[src/rtl/mc_ctrl_fsm_pkg.sv]
// Shared types and encodings for the multicycle ARM control unit.
// The optional compare-only decode is enabled with the MC_CTRL_CMP_EN macro.
package mc_ctrl_fsm_pkg;

  // Controller sequencing states; values above S_UNKNOWN are unreachable.
  typedef enum logic [3:0] {
    S_FETCH    = 4'd0,
    S_DECODE   = 4'd1,
    S_MEMADR   = 4'd2,
    S_MEMREAD  = 4'd3,
    S_MEMWB    = 4'd4,
    S_MEMWRITE = 4'd5,
    S_EXECR    = 4'd6,
    S_EXECI    = 4'd7,
    S_ALUWB    = 4'd8,
    S_BRANCH   = 4'd9,
    S_UNKNOWN  = 4'd10
  } state_e;

  // ALUControl codes
  localparam logic [1:0] ALU_ADD = 2'b00;
  localparam logic [1:0] ALU_SUB = 2'b01;
  localparam logic [1:0] ALU_AND = 2'b10;
  localparam logic [1:0] ALU_ORR = 2'b11;

  // ALUSrcB selects
  localparam logic [1:0] SRCB_REG  = 2'b00;
  localparam logic [1:0] SRCB_IMM  = 2'b01;
  localparam logic [1:0] SRCB_FOUR = 2'b10;

  // ResultSrc selects
  localparam logic [1:0] RES_ALUOUT = 2'b00;
  localparam logic [1:0] RES_RDATA  = 2'b01;
  localparam logic [1:0] RES_ALURES = 2'b10;

  // Instruction classes from Op
  localparam logic [1:0] OP_DP  = 2'b00;
  localparam logic [1:0] OP_MEM = 2'b01;
  localparam logic [1:0] OP_BR  = 2'b10;

  // Data-processing cmd field values
  localparam logic [3:0] CMD_AND = 4'b0000;
  localparam logic [3:0] CMD_SUB = 4'b0010;
  localparam logic [3:0] CMD_ADD = 4'b0100;
  localparam logic [3:0] CMD_CMP = 4'b1010;
  localparam logic [3:0] CMD_ORR = 4'b1100;

  localparam logic [3:0] REG_PC = 4'hF;

endpackage

[src/rtl/mc_ctrl_fsm_if.sv]
// Instruction-field inputs and control strobes between the instruction
// register / datapath and the multicycle controller.
interface mc_ctrl_fsm_if;
  logic [1:0] Op;
  logic [5:0] Funct;
  logic [3:0] Rd;
  logic       IRWrite;
  logic       AdrSrc;
  logic       ALUSrcA;
  logic [1:0] ALUSrcB;
  logic [1:0] ResultSrc;
  logic       NextPC;
  logic [1:0] ImmSrc;
  logic [1:0] RegSrc;
  logic [1:0] ALUControl;
  logic [1:0] FlagW;
  logic       PCS;
  logic       RegW;
  logic       MemW;

  // Controller side
  modport master (
    input  Op, Funct, Rd,
    output IRWrite, AdrSrc, ALUSrcA, ALUSrcB, ResultSrc, NextPC,
           ImmSrc, RegSrc, ALUControl, FlagW, PCS, RegW, MemW
  );

  // Datapath / instruction-register side
  modport slave (
    output Op, Funct, Rd,
    input  IRWrite, AdrSrc, ALUSrcA, ALUSrcB, ResultSrc, NextPC,
           ImmSrc, RegSrc, ALUControl, FlagW, PCS, RegW, MemW
  );
endinterface

[src/rtl/mc_alu_dec.sv]
// ALU decoder: maps cmd/S to ALUControl and raw FlagW while ALUOp is set.
// NoWrite is a property of the instruction and is decoded regardless of ALUOp
// so the writeback state can suppress RegW. MC_CTRL_CMP_EN adds CMP decode.
module mc_alu_dec
  import mc_ctrl_fsm_pkg::*;
(
  input  logic [4:0] funct_cmd_s,  // Funct[4:1]=cmd, Funct[0]=S
  input  logic       alu_op,
  output logic [1:0] alu_control,
  output logic [1:0] flag_w,
  output logic       no_write
);

  logic [3:0] cmd;
  logic       s_bit;

  assign cmd   = funct_cmd_s[4:1];
  assign s_bit = funct_cmd_s[0];

  // Operation and flag-update decode; unrecognised cmds fall back to ADD, no flags.
  always_comb begin
    // NOTE: every output gets a default before the case so no path leaves it unassigned (no latch).
    alu_control = ALU_ADD;
    flag_w      = 2'b00;
    if (alu_op) begin
      case (cmd)
        CMD_ADD: begin alu_control = ALU_ADD; flag_w = {s_bit, s_bit};  end
        CMD_SUB: begin alu_control = ALU_SUB; flag_w = {s_bit, s_bit};  end
        CMD_AND: begin alu_control = ALU_AND; flag_w = {s_bit, 1'b0};   end
        CMD_ORR: begin alu_control = ALU_ORR; flag_w = {s_bit, 1'b0};   end
`ifdef MC_CTRL_CMP_EN
        CMD_CMP: begin alu_control = ALU_SUB; flag_w = {s_bit, s_bit};  end
`endif
        default: begin alu_control = ALU_ADD; flag_w = 2'b00;           end
      endcase
    end
  end

  // Compare-only instructions never write the register file.
`ifdef MC_CTRL_CMP_EN
  assign no_write = (cmd == CMD_CMP);
`else
  assign no_write = 1'b0;
`endif

endmodule

[src/rtl/mc_ctrl_fsm.sv]
// Multicycle ARM controller: sequences FETCH through writeback per instruction
// and emits raw (pre-CondEx) strobes. Optional MC_CTRL_CMP_EN enables CMP decode.
// STATE_W must be >= 4.
module mc_ctrl_fsm
  import mc_ctrl_fsm_pkg::*;
#(
  parameter int STATE_W = 4
) (
  input  logic            clk,
  input  logic            reset,
  mc_ctrl_fsm_if.master   bus
);

  logic [STATE_W-1:0] state_q, state_d;
  logic       alu_op;
  logic       no_write;
  logic       reg_w, mem_w, branch;
  logic       ir_write, adr_src, alu_src_a, next_pc;
  logic [1:0] alu_src_b, result_src;

  // State register; reset returns to FETCH immediately, even mid-instruction.
  always_ff @(posedge clk or posedge reset) begin
    // NOTE: sequential state uses non-blocking assignments so all flops update together.
    if (reset) state_q <= STATE_W'(S_FETCH);
    else       state_q <= state_d;
  end

  // ALU decode is active only in the two execute states.
  assign alu_op = (state_q == STATE_W'(S_EXECR)) || (state_q == STATE_W'(S_EXECI));

  mc_alu_dec u_alu_dec (
    .funct_cmd_s (bus.Funct[4:0]),
    .alu_op      (alu_op),
    .alu_control (bus.ALUControl),
    .flag_w      (bus.FlagW),
    .no_write    (no_write)
  );

  // Next-state and Moore strobe decode.
  always_comb begin
    state_d    = STATE_W'(S_FETCH);
    ir_write   = 1'b0;
    adr_src    = 1'b0;
    alu_src_a  = 1'b0;
    alu_src_b  = SRCB_REG;
    result_src = RES_ALUOUT;
    next_pc    = 1'b0;
    reg_w      = 1'b0;
    mem_w      = 1'b0;
    branch     = 1'b0;
    case (state_q)
      STATE_W'(S_FETCH): begin
        ir_write   = 1'b1;
        alu_src_a  = 1'b1;
        alu_src_b  = SRCB_FOUR;
        result_src = RES_ALURES;
        next_pc    = 1'b1;
        state_d    = STATE_W'(S_DECODE);
      end
      STATE_W'(S_DECODE): begin
        alu_src_a  = 1'b1;
        alu_src_b  = SRCB_FOUR;
        result_src = RES_ALURES;
        case (bus.Op)
          OP_MEM:  state_d = STATE_W'(S_MEMADR);
          OP_DP:   state_d = bus.Funct[5] ? STATE_W'(S_EXECI) : STATE_W'(S_EXECR);
          OP_BR:   state_d = STATE_W'(S_BRANCH);
          default: state_d = STATE_W'(S_UNKNOWN);
        endcase
      end
      STATE_W'(S_MEMADR): begin
        alu_src_b = SRCB_IMM;
        state_d   = bus.Funct[0] ? STATE_W'(S_MEMREAD) : STATE_W'(S_MEMWRITE);
      end
      STATE_W'(S_MEMREAD): begin
        adr_src = 1'b1;
        state_d = STATE_W'(S_MEMWB);
      end
      STATE_W'(S_MEMWB): begin
        result_src = RES_RDATA;
        reg_w      = 1'b1;
      end
      STATE_W'(S_MEMWRITE): begin
        adr_src = 1'b1;
        mem_w   = 1'b1;
      end
      STATE_W'(S_EXECR): begin
        alu_src_b = SRCB_REG;
        state_d   = STATE_W'(S_ALUWB);
      end
      STATE_W'(S_EXECI): begin
        alu_src_b = SRCB_IMM;
        state_d   = STATE_W'(S_ALUWB);
      end
      STATE_W'(S_ALUWB): begin
        reg_w = ~no_write;
      end
      STATE_W'(S_BRANCH): begin
        alu_src_b  = SRCB_IMM;
        result_src = RES_ALURES;
        branch     = 1'b1;
      end
      default: ;  // UNKNOWN and unreachable encodings: strobes low, back to FETCH
    endcase
  end

  assign bus.IRWrite   = ir_write;
  assign bus.AdrSrc    = adr_src;
  assign bus.ALUSrcA   = alu_src_a;
  assign bus.ALUSrcB   = alu_src_b;
  assign bus.ResultSrc = result_src;
  assign bus.NextPC    = next_pc;
  assign bus.RegW      = reg_w;
  assign bus.MemW      = mem_w;
  assign bus.ImmSrc    = bus.Op;
  assign bus.RegSrc    = {bus.Op == 2'b01, bus.Op == 2'b10};
  // A write to R15 redirects the PC, as does a branch.
  assign bus.PCS       = ((bus.Rd == REG_PC) && reg_w) || branch;

endmodule

[src/flat_wrapper.sv]
// flat-port wrapper written by rule: the top's interface ports become plain ports
module mc_ctrl_fsm_flat import mc_ctrl_fsm_pkg::*;
#(
  parameter int STATE_W = 4
)
  (clk, reset, bus_Op, bus_Funct, bus_Rd, bus_IRWrite, bus_AdrSrc, bus_ALUSrcA, bus_ALUSrcB, bus_ResultSrc, bus_NextPC, bus_ImmSrc, bus_RegSrc, bus_ALUControl, bus_FlagW, bus_PCS, bus_RegW, bus_MemW);
  mc_ctrl_fsm_if bus_i ();
  input  logic clk;
  input  logic reset;
  input wire logic [$bits(bus_i.Op)-1:0] bus_Op;
  input wire logic [$bits(bus_i.Funct)-1:0] bus_Funct;
  input wire logic [$bits(bus_i.Rd)-1:0] bus_Rd;
  output wire logic [$bits(bus_i.IRWrite)-1:0] bus_IRWrite;
  output wire logic [$bits(bus_i.AdrSrc)-1:0] bus_AdrSrc;
  output wire logic [$bits(bus_i.ALUSrcA)-1:0] bus_ALUSrcA;
  output wire logic [$bits(bus_i.ALUSrcB)-1:0] bus_ALUSrcB;
  output wire logic [$bits(bus_i.ResultSrc)-1:0] bus_ResultSrc;
  output wire logic [$bits(bus_i.NextPC)-1:0] bus_NextPC;
  output wire logic [$bits(bus_i.ImmSrc)-1:0] bus_ImmSrc;
  output wire logic [$bits(bus_i.RegSrc)-1:0] bus_RegSrc;
  output wire logic [$bits(bus_i.ALUControl)-1:0] bus_ALUControl;
  output wire logic [$bits(bus_i.FlagW)-1:0] bus_FlagW;
  output wire logic [$bits(bus_i.PCS)-1:0] bus_PCS;
  output wire logic [$bits(bus_i.RegW)-1:0] bus_RegW;
  output wire logic [$bits(bus_i.MemW)-1:0] bus_MemW;
  assign bus_i.Op = bus_Op;
  assign bus_i.Funct = bus_Funct;
  assign bus_i.Rd = bus_Rd;
  assign bus_IRWrite = bus_i.IRWrite;
  assign bus_AdrSrc = bus_i.AdrSrc;
  assign bus_ALUSrcA = bus_i.ALUSrcA;
  assign bus_ALUSrcB = bus_i.ALUSrcB;
  assign bus_ResultSrc = bus_i.ResultSrc;
  assign bus_NextPC = bus_i.NextPC;
  assign bus_ImmSrc = bus_i.ImmSrc;
  assign bus_RegSrc = bus_i.RegSrc;
  assign bus_ALUControl = bus_i.ALUControl;
  assign bus_FlagW = bus_i.FlagW;
  assign bus_PCS = bus_i.PCS;
  assign bus_RegW = bus_i.RegW;
  assign bus_MemW = bus_i.MemW;
  mc_ctrl_fsm #(.STATE_W(STATE_W)) u_core (.clk(clk), .reset(reset), .bus(bus_i));
endmodule
[config.mk]
export PLATFORM = sky130hd
export DESIGN_NAME = mc_ctrl_fsm_flat
export DESIGN_NICKNAME = d
export VERILOG_FILES = /design/src/rtl/mc_ctrl_fsm_pkg.sv /design/src/rtl/mc_ctrl_fsm_if.sv /design/src/rtl/mc_alu_dec.sv /design/src/rtl/mc_ctrl_fsm.sv /design/src/flat_wrapper.sv
export SDC_FILE = /design/constraint.sdc
export NUM_CORES = 1
export LEC_CHECK = 0
export CORE_MARGIN = 5
export CORE_UTILIZATION = 29
export CTS_BUF_LIST = sky130_fd_sc_hd__clkbuf_8 sky130_fd_sc_hd__clkbuf_16
export DETAILED_ROUTE_END_ITERATION = 8
export GPL_ROUTABILITY_DRIVEN = 0
export GPL_TIMING_DRIVEN = 0
export PLACE_DENSITY = 0.74
export SYNTH_ARGS = -nofsm -noshare
export SYNTH_HDL_FRONTEND = slang
export SYNTH_SLANG_ARGS = --single-unit
export TNS_END_PERCENT = 20
[constraint.sdc]
create_clock -name clk -period 1.1 [get_ports clk]
set_input_delay 0.22 -clock clk [delete_from_list [all_inputs] [get_ports clk]]
set_output_delay 0.22 -clock clk [all_outputs]
set_load 0.01 [all_outputs]
==> flow_metrics.tcl <==
set metrics [dict create \
    grt.overflow.total 0 \
    synthDistinctLibCells 27 \
    skew_ns 0.00108 \
    vias 624 \
    yosys_warnings 0 \
    design.final.nets 124 \
    drc_errors 0 \
    status "finished, violations left" \
    critical_path_arrival_ns 1.40 \
    ant_nets 0 \
    required_ns 0.88 \
    post-synth-top-count-cell "nor3_1" \
    nFillCells 113 \
    timing.max_cap.violations 0 \
    startpoint_type "flip-flop" \
    synthFlopType "dfrtp_1" \
    synthTopCellsByCount "7 x nor3_1, 5 x nor2_1" \
    share_of_total_power_consumed_by_net_switching_pct 40.8 \
    max_freq_mhz 616 \
    post_synth_main_area_contributors "dfrtp_1 23%, nor3_1 8.1%, nand2b_1 5.8%, nor2b_1 5.8%, a211oi_1 5.2%" \
    largest_register_ffs 4 \
    power_switching_uw 1150 \
    grt_start_max_net_pins 11 \
    fin_crit_sh_pct 148 \
    number_of_register_bits_inferred_by_synthesis 4 \
    rsz0062_at_grt "yes" \
    synth_area_per_cell_um2 7.49 \
    worstSetupEndpointType "output port" \
    drt_wl_total_mm 1.71 \
    mappedNetlistArea_um2 434 \
    finalSetupViolCount 18 \
    final_layout_size_suffix_gt1_share_pct 59.3 \
    cts_inserted_buffers 3 \
    power.leakage_uw 0.000474 \
    maximum_vdd_drop_v 0.00180 \
    pin_count 33 \
    worst_skew_pair.late_latency_ns 0.21 \
    met3_wirelength_um 68 \
    report.power.total_uw 2820 \
    hold_viol 0 \
    biggestRegsByFlops "u_core.state_q (4)" \
    routedWlPerCell_um 13.8 \
    cell_internal_pwr_uw 1670 \
    root_buffer "clkbuf_8" \
    cts.sink_count 4 \
    path_clk_slew_ns 0.03 \
    chipWidth_um 48.7 \
    finalMaxSlewViolations 0 \
    start_util_pct 29.9 \
    portBuffers 32 \
    mappedNetlistNets 72 \
    synth-edff-count 0 \
    h-tree-depth 1 \
    number_of_antenna_violations_at_the_first_check_in_global_routing 0 \
    first_iter_violations 12 \
    grt_first_pass_wirelength_mm 2.54 \
    netlist_instances 58 \
    vias_per_cell 5.03 \
    cts_hold_repair.buffers 0 \
    cts_tree "yes" \
    failed_checks "setup timing" \
    timing.critical_path.fanout_max 4 \
    first_global_vias 527 \
    routed-wl-met2_mm 1.00 \
    cts-root-to-sink-buffers 2 \
    area_growth_pct 136 \
    seq_total_area_yosys_pct 23.1 \
    combinationalPowerShare_pct 77.0 \
    fin_ws_ns -0.524 \
    top_register "u_core.state_q" \
    grt_use_total_pct 12.7 \
    worstMarginPinSlew_ns 0.229 \
    core_area_um2 1450 \
    reg2regPathDepth 6 \
    rows 14 \
    floorplan.die_area_um2 2370 \
    critPathKind "reg -> out" \
    async_flop_share_pct 100 \
    max_slew_margin_pct 84.5 \
    floorplan.die.height_um 48.7 \
    top_layer_used "met3" \
    antennaDiodeCount 0 \
    place_hpwl_mm 1.11 \
    p_clk_share_pct 10.7 \
    m1WireLength_um 640 \
    worstHoldPathType "in -> async" \
    pwr_density_nw_per_um2 2750 \
    dr.pass1.iters 4 \
    final_cell_count_no_fill 124 \
    synth_area_leader_cell "dfrtp_1" \
    place_inst 106 \
    layout_min_cycle_time_ns 1.62 \
    sequential_cell_fraction_of_total_power_pct 12.3 \
    yosys.area.top_type_share_pct 23.1 \
]
==> placed cells by master (no fill, tap or decap), types with 2 or more instances in the layout <==
master	n
a211oi_2	3
buf_2	13
buf_4	12
buf_6	12
clkbuf_8	3
clkdlybuf4s15_2	2
clkdlybuf4s50_1	7
dfrtp_1	2
dfrtp_2	2
dlygate4sd2_1	4
inv_1	3
nand2b_1	2
nand2b_4	2
nor2_1	5
nor2b_1	3
nor3_1	2
nor3_2	4
xnor2_1	2
==> logic make-up after synthesis <==
logic type	after synthesis	share of synthesized area, %
xor gates and xnor gates	3	6.05
buffers and inverters	11	13.0
AOI/OAI and AO/OA	12	20.5
DFF	4	23.1
and+or+nand+nor	28	37.5
==> worst max-delay path, stage by stage (launching register included) <==
cell and delay (ns):
dfrtp_1 0.43, nand4bb_4 0.23, or2_4 0.25, a211oi_2 0.13, buf_2 0.16
==> power groups by stage <==
stage               Sequential (uW)  Combinational, uW  Clock (uW)
finish                          346               2170         301
global route                    359               2310         312
CTS                             316               1740         306
detailed placement              294               1600           0
global placement                289               1580           0
floorplan                       273                925           0
==> per-layer routing <==
metal  global-route usage, %  vias to the layer above
met5                       0                        -
met4                    4.04                        0
met3                    2.45                        0
met2                    23.5                       11
met1                    14.4                      308
li1                        -                      305
==> final timing paths <==
check | startpoint | slack [ns] | end
worst max-delay path | u_core.state_q[3] | -0.52 | bus_FlagW[1]
worst min-delay path | reset | 0.19 | u_core.state_q[0]
worst max register to register | u_core.state_q[0] | -0.10 | u_core.state_q[3]
worst min register to register | u_core.state_q[1] | 0.68 | u_core.state_q[0]
max in group asynchronous | reset | 0.74 | u_core.state_q[2]
min in group clk | bus_Op[0] | 0.47 | u_core.state_q[0]
==> timing repair <==
action	CTS	global route
pin swaps	5	7
setup buffers	5	9
gates resized for setup	89	22
setup endpoints to repair	21	18
cloned	0	1
==> area by class of cell <==
type,count,area [um2],share of cell area (%)
inverters,4,15.0,1.46
clock buffers,3,41.3,4.02
well taps,16,20.0,1.95
plain buffers,7,71.3,6.95
multi-input cells,43,387,37.7
flip-flops and latches,4,103,10.0
repair buffers,47,389,37.9
==> through the flow <==
stage	hold WS, ns	setup slack [ns]	utilization [%]	area [um2]	setup TNS (ns)
after detailed placement	0.417	-0.973	55.7	810	-12.59
after global placement	0.409	-0.988	55.7	810	-12.42
after global routing	0.203	-0.559	70.6	1030	-6.92
after CTS	0.193	-0.546	62.0	902	-5.66
final	0.191	-0.524	70.6	1030	-5.92
after floorplan	-0.0139	-0.173	-	469	-1.20
Note: power is estimated with default switching activity, not from simulation.
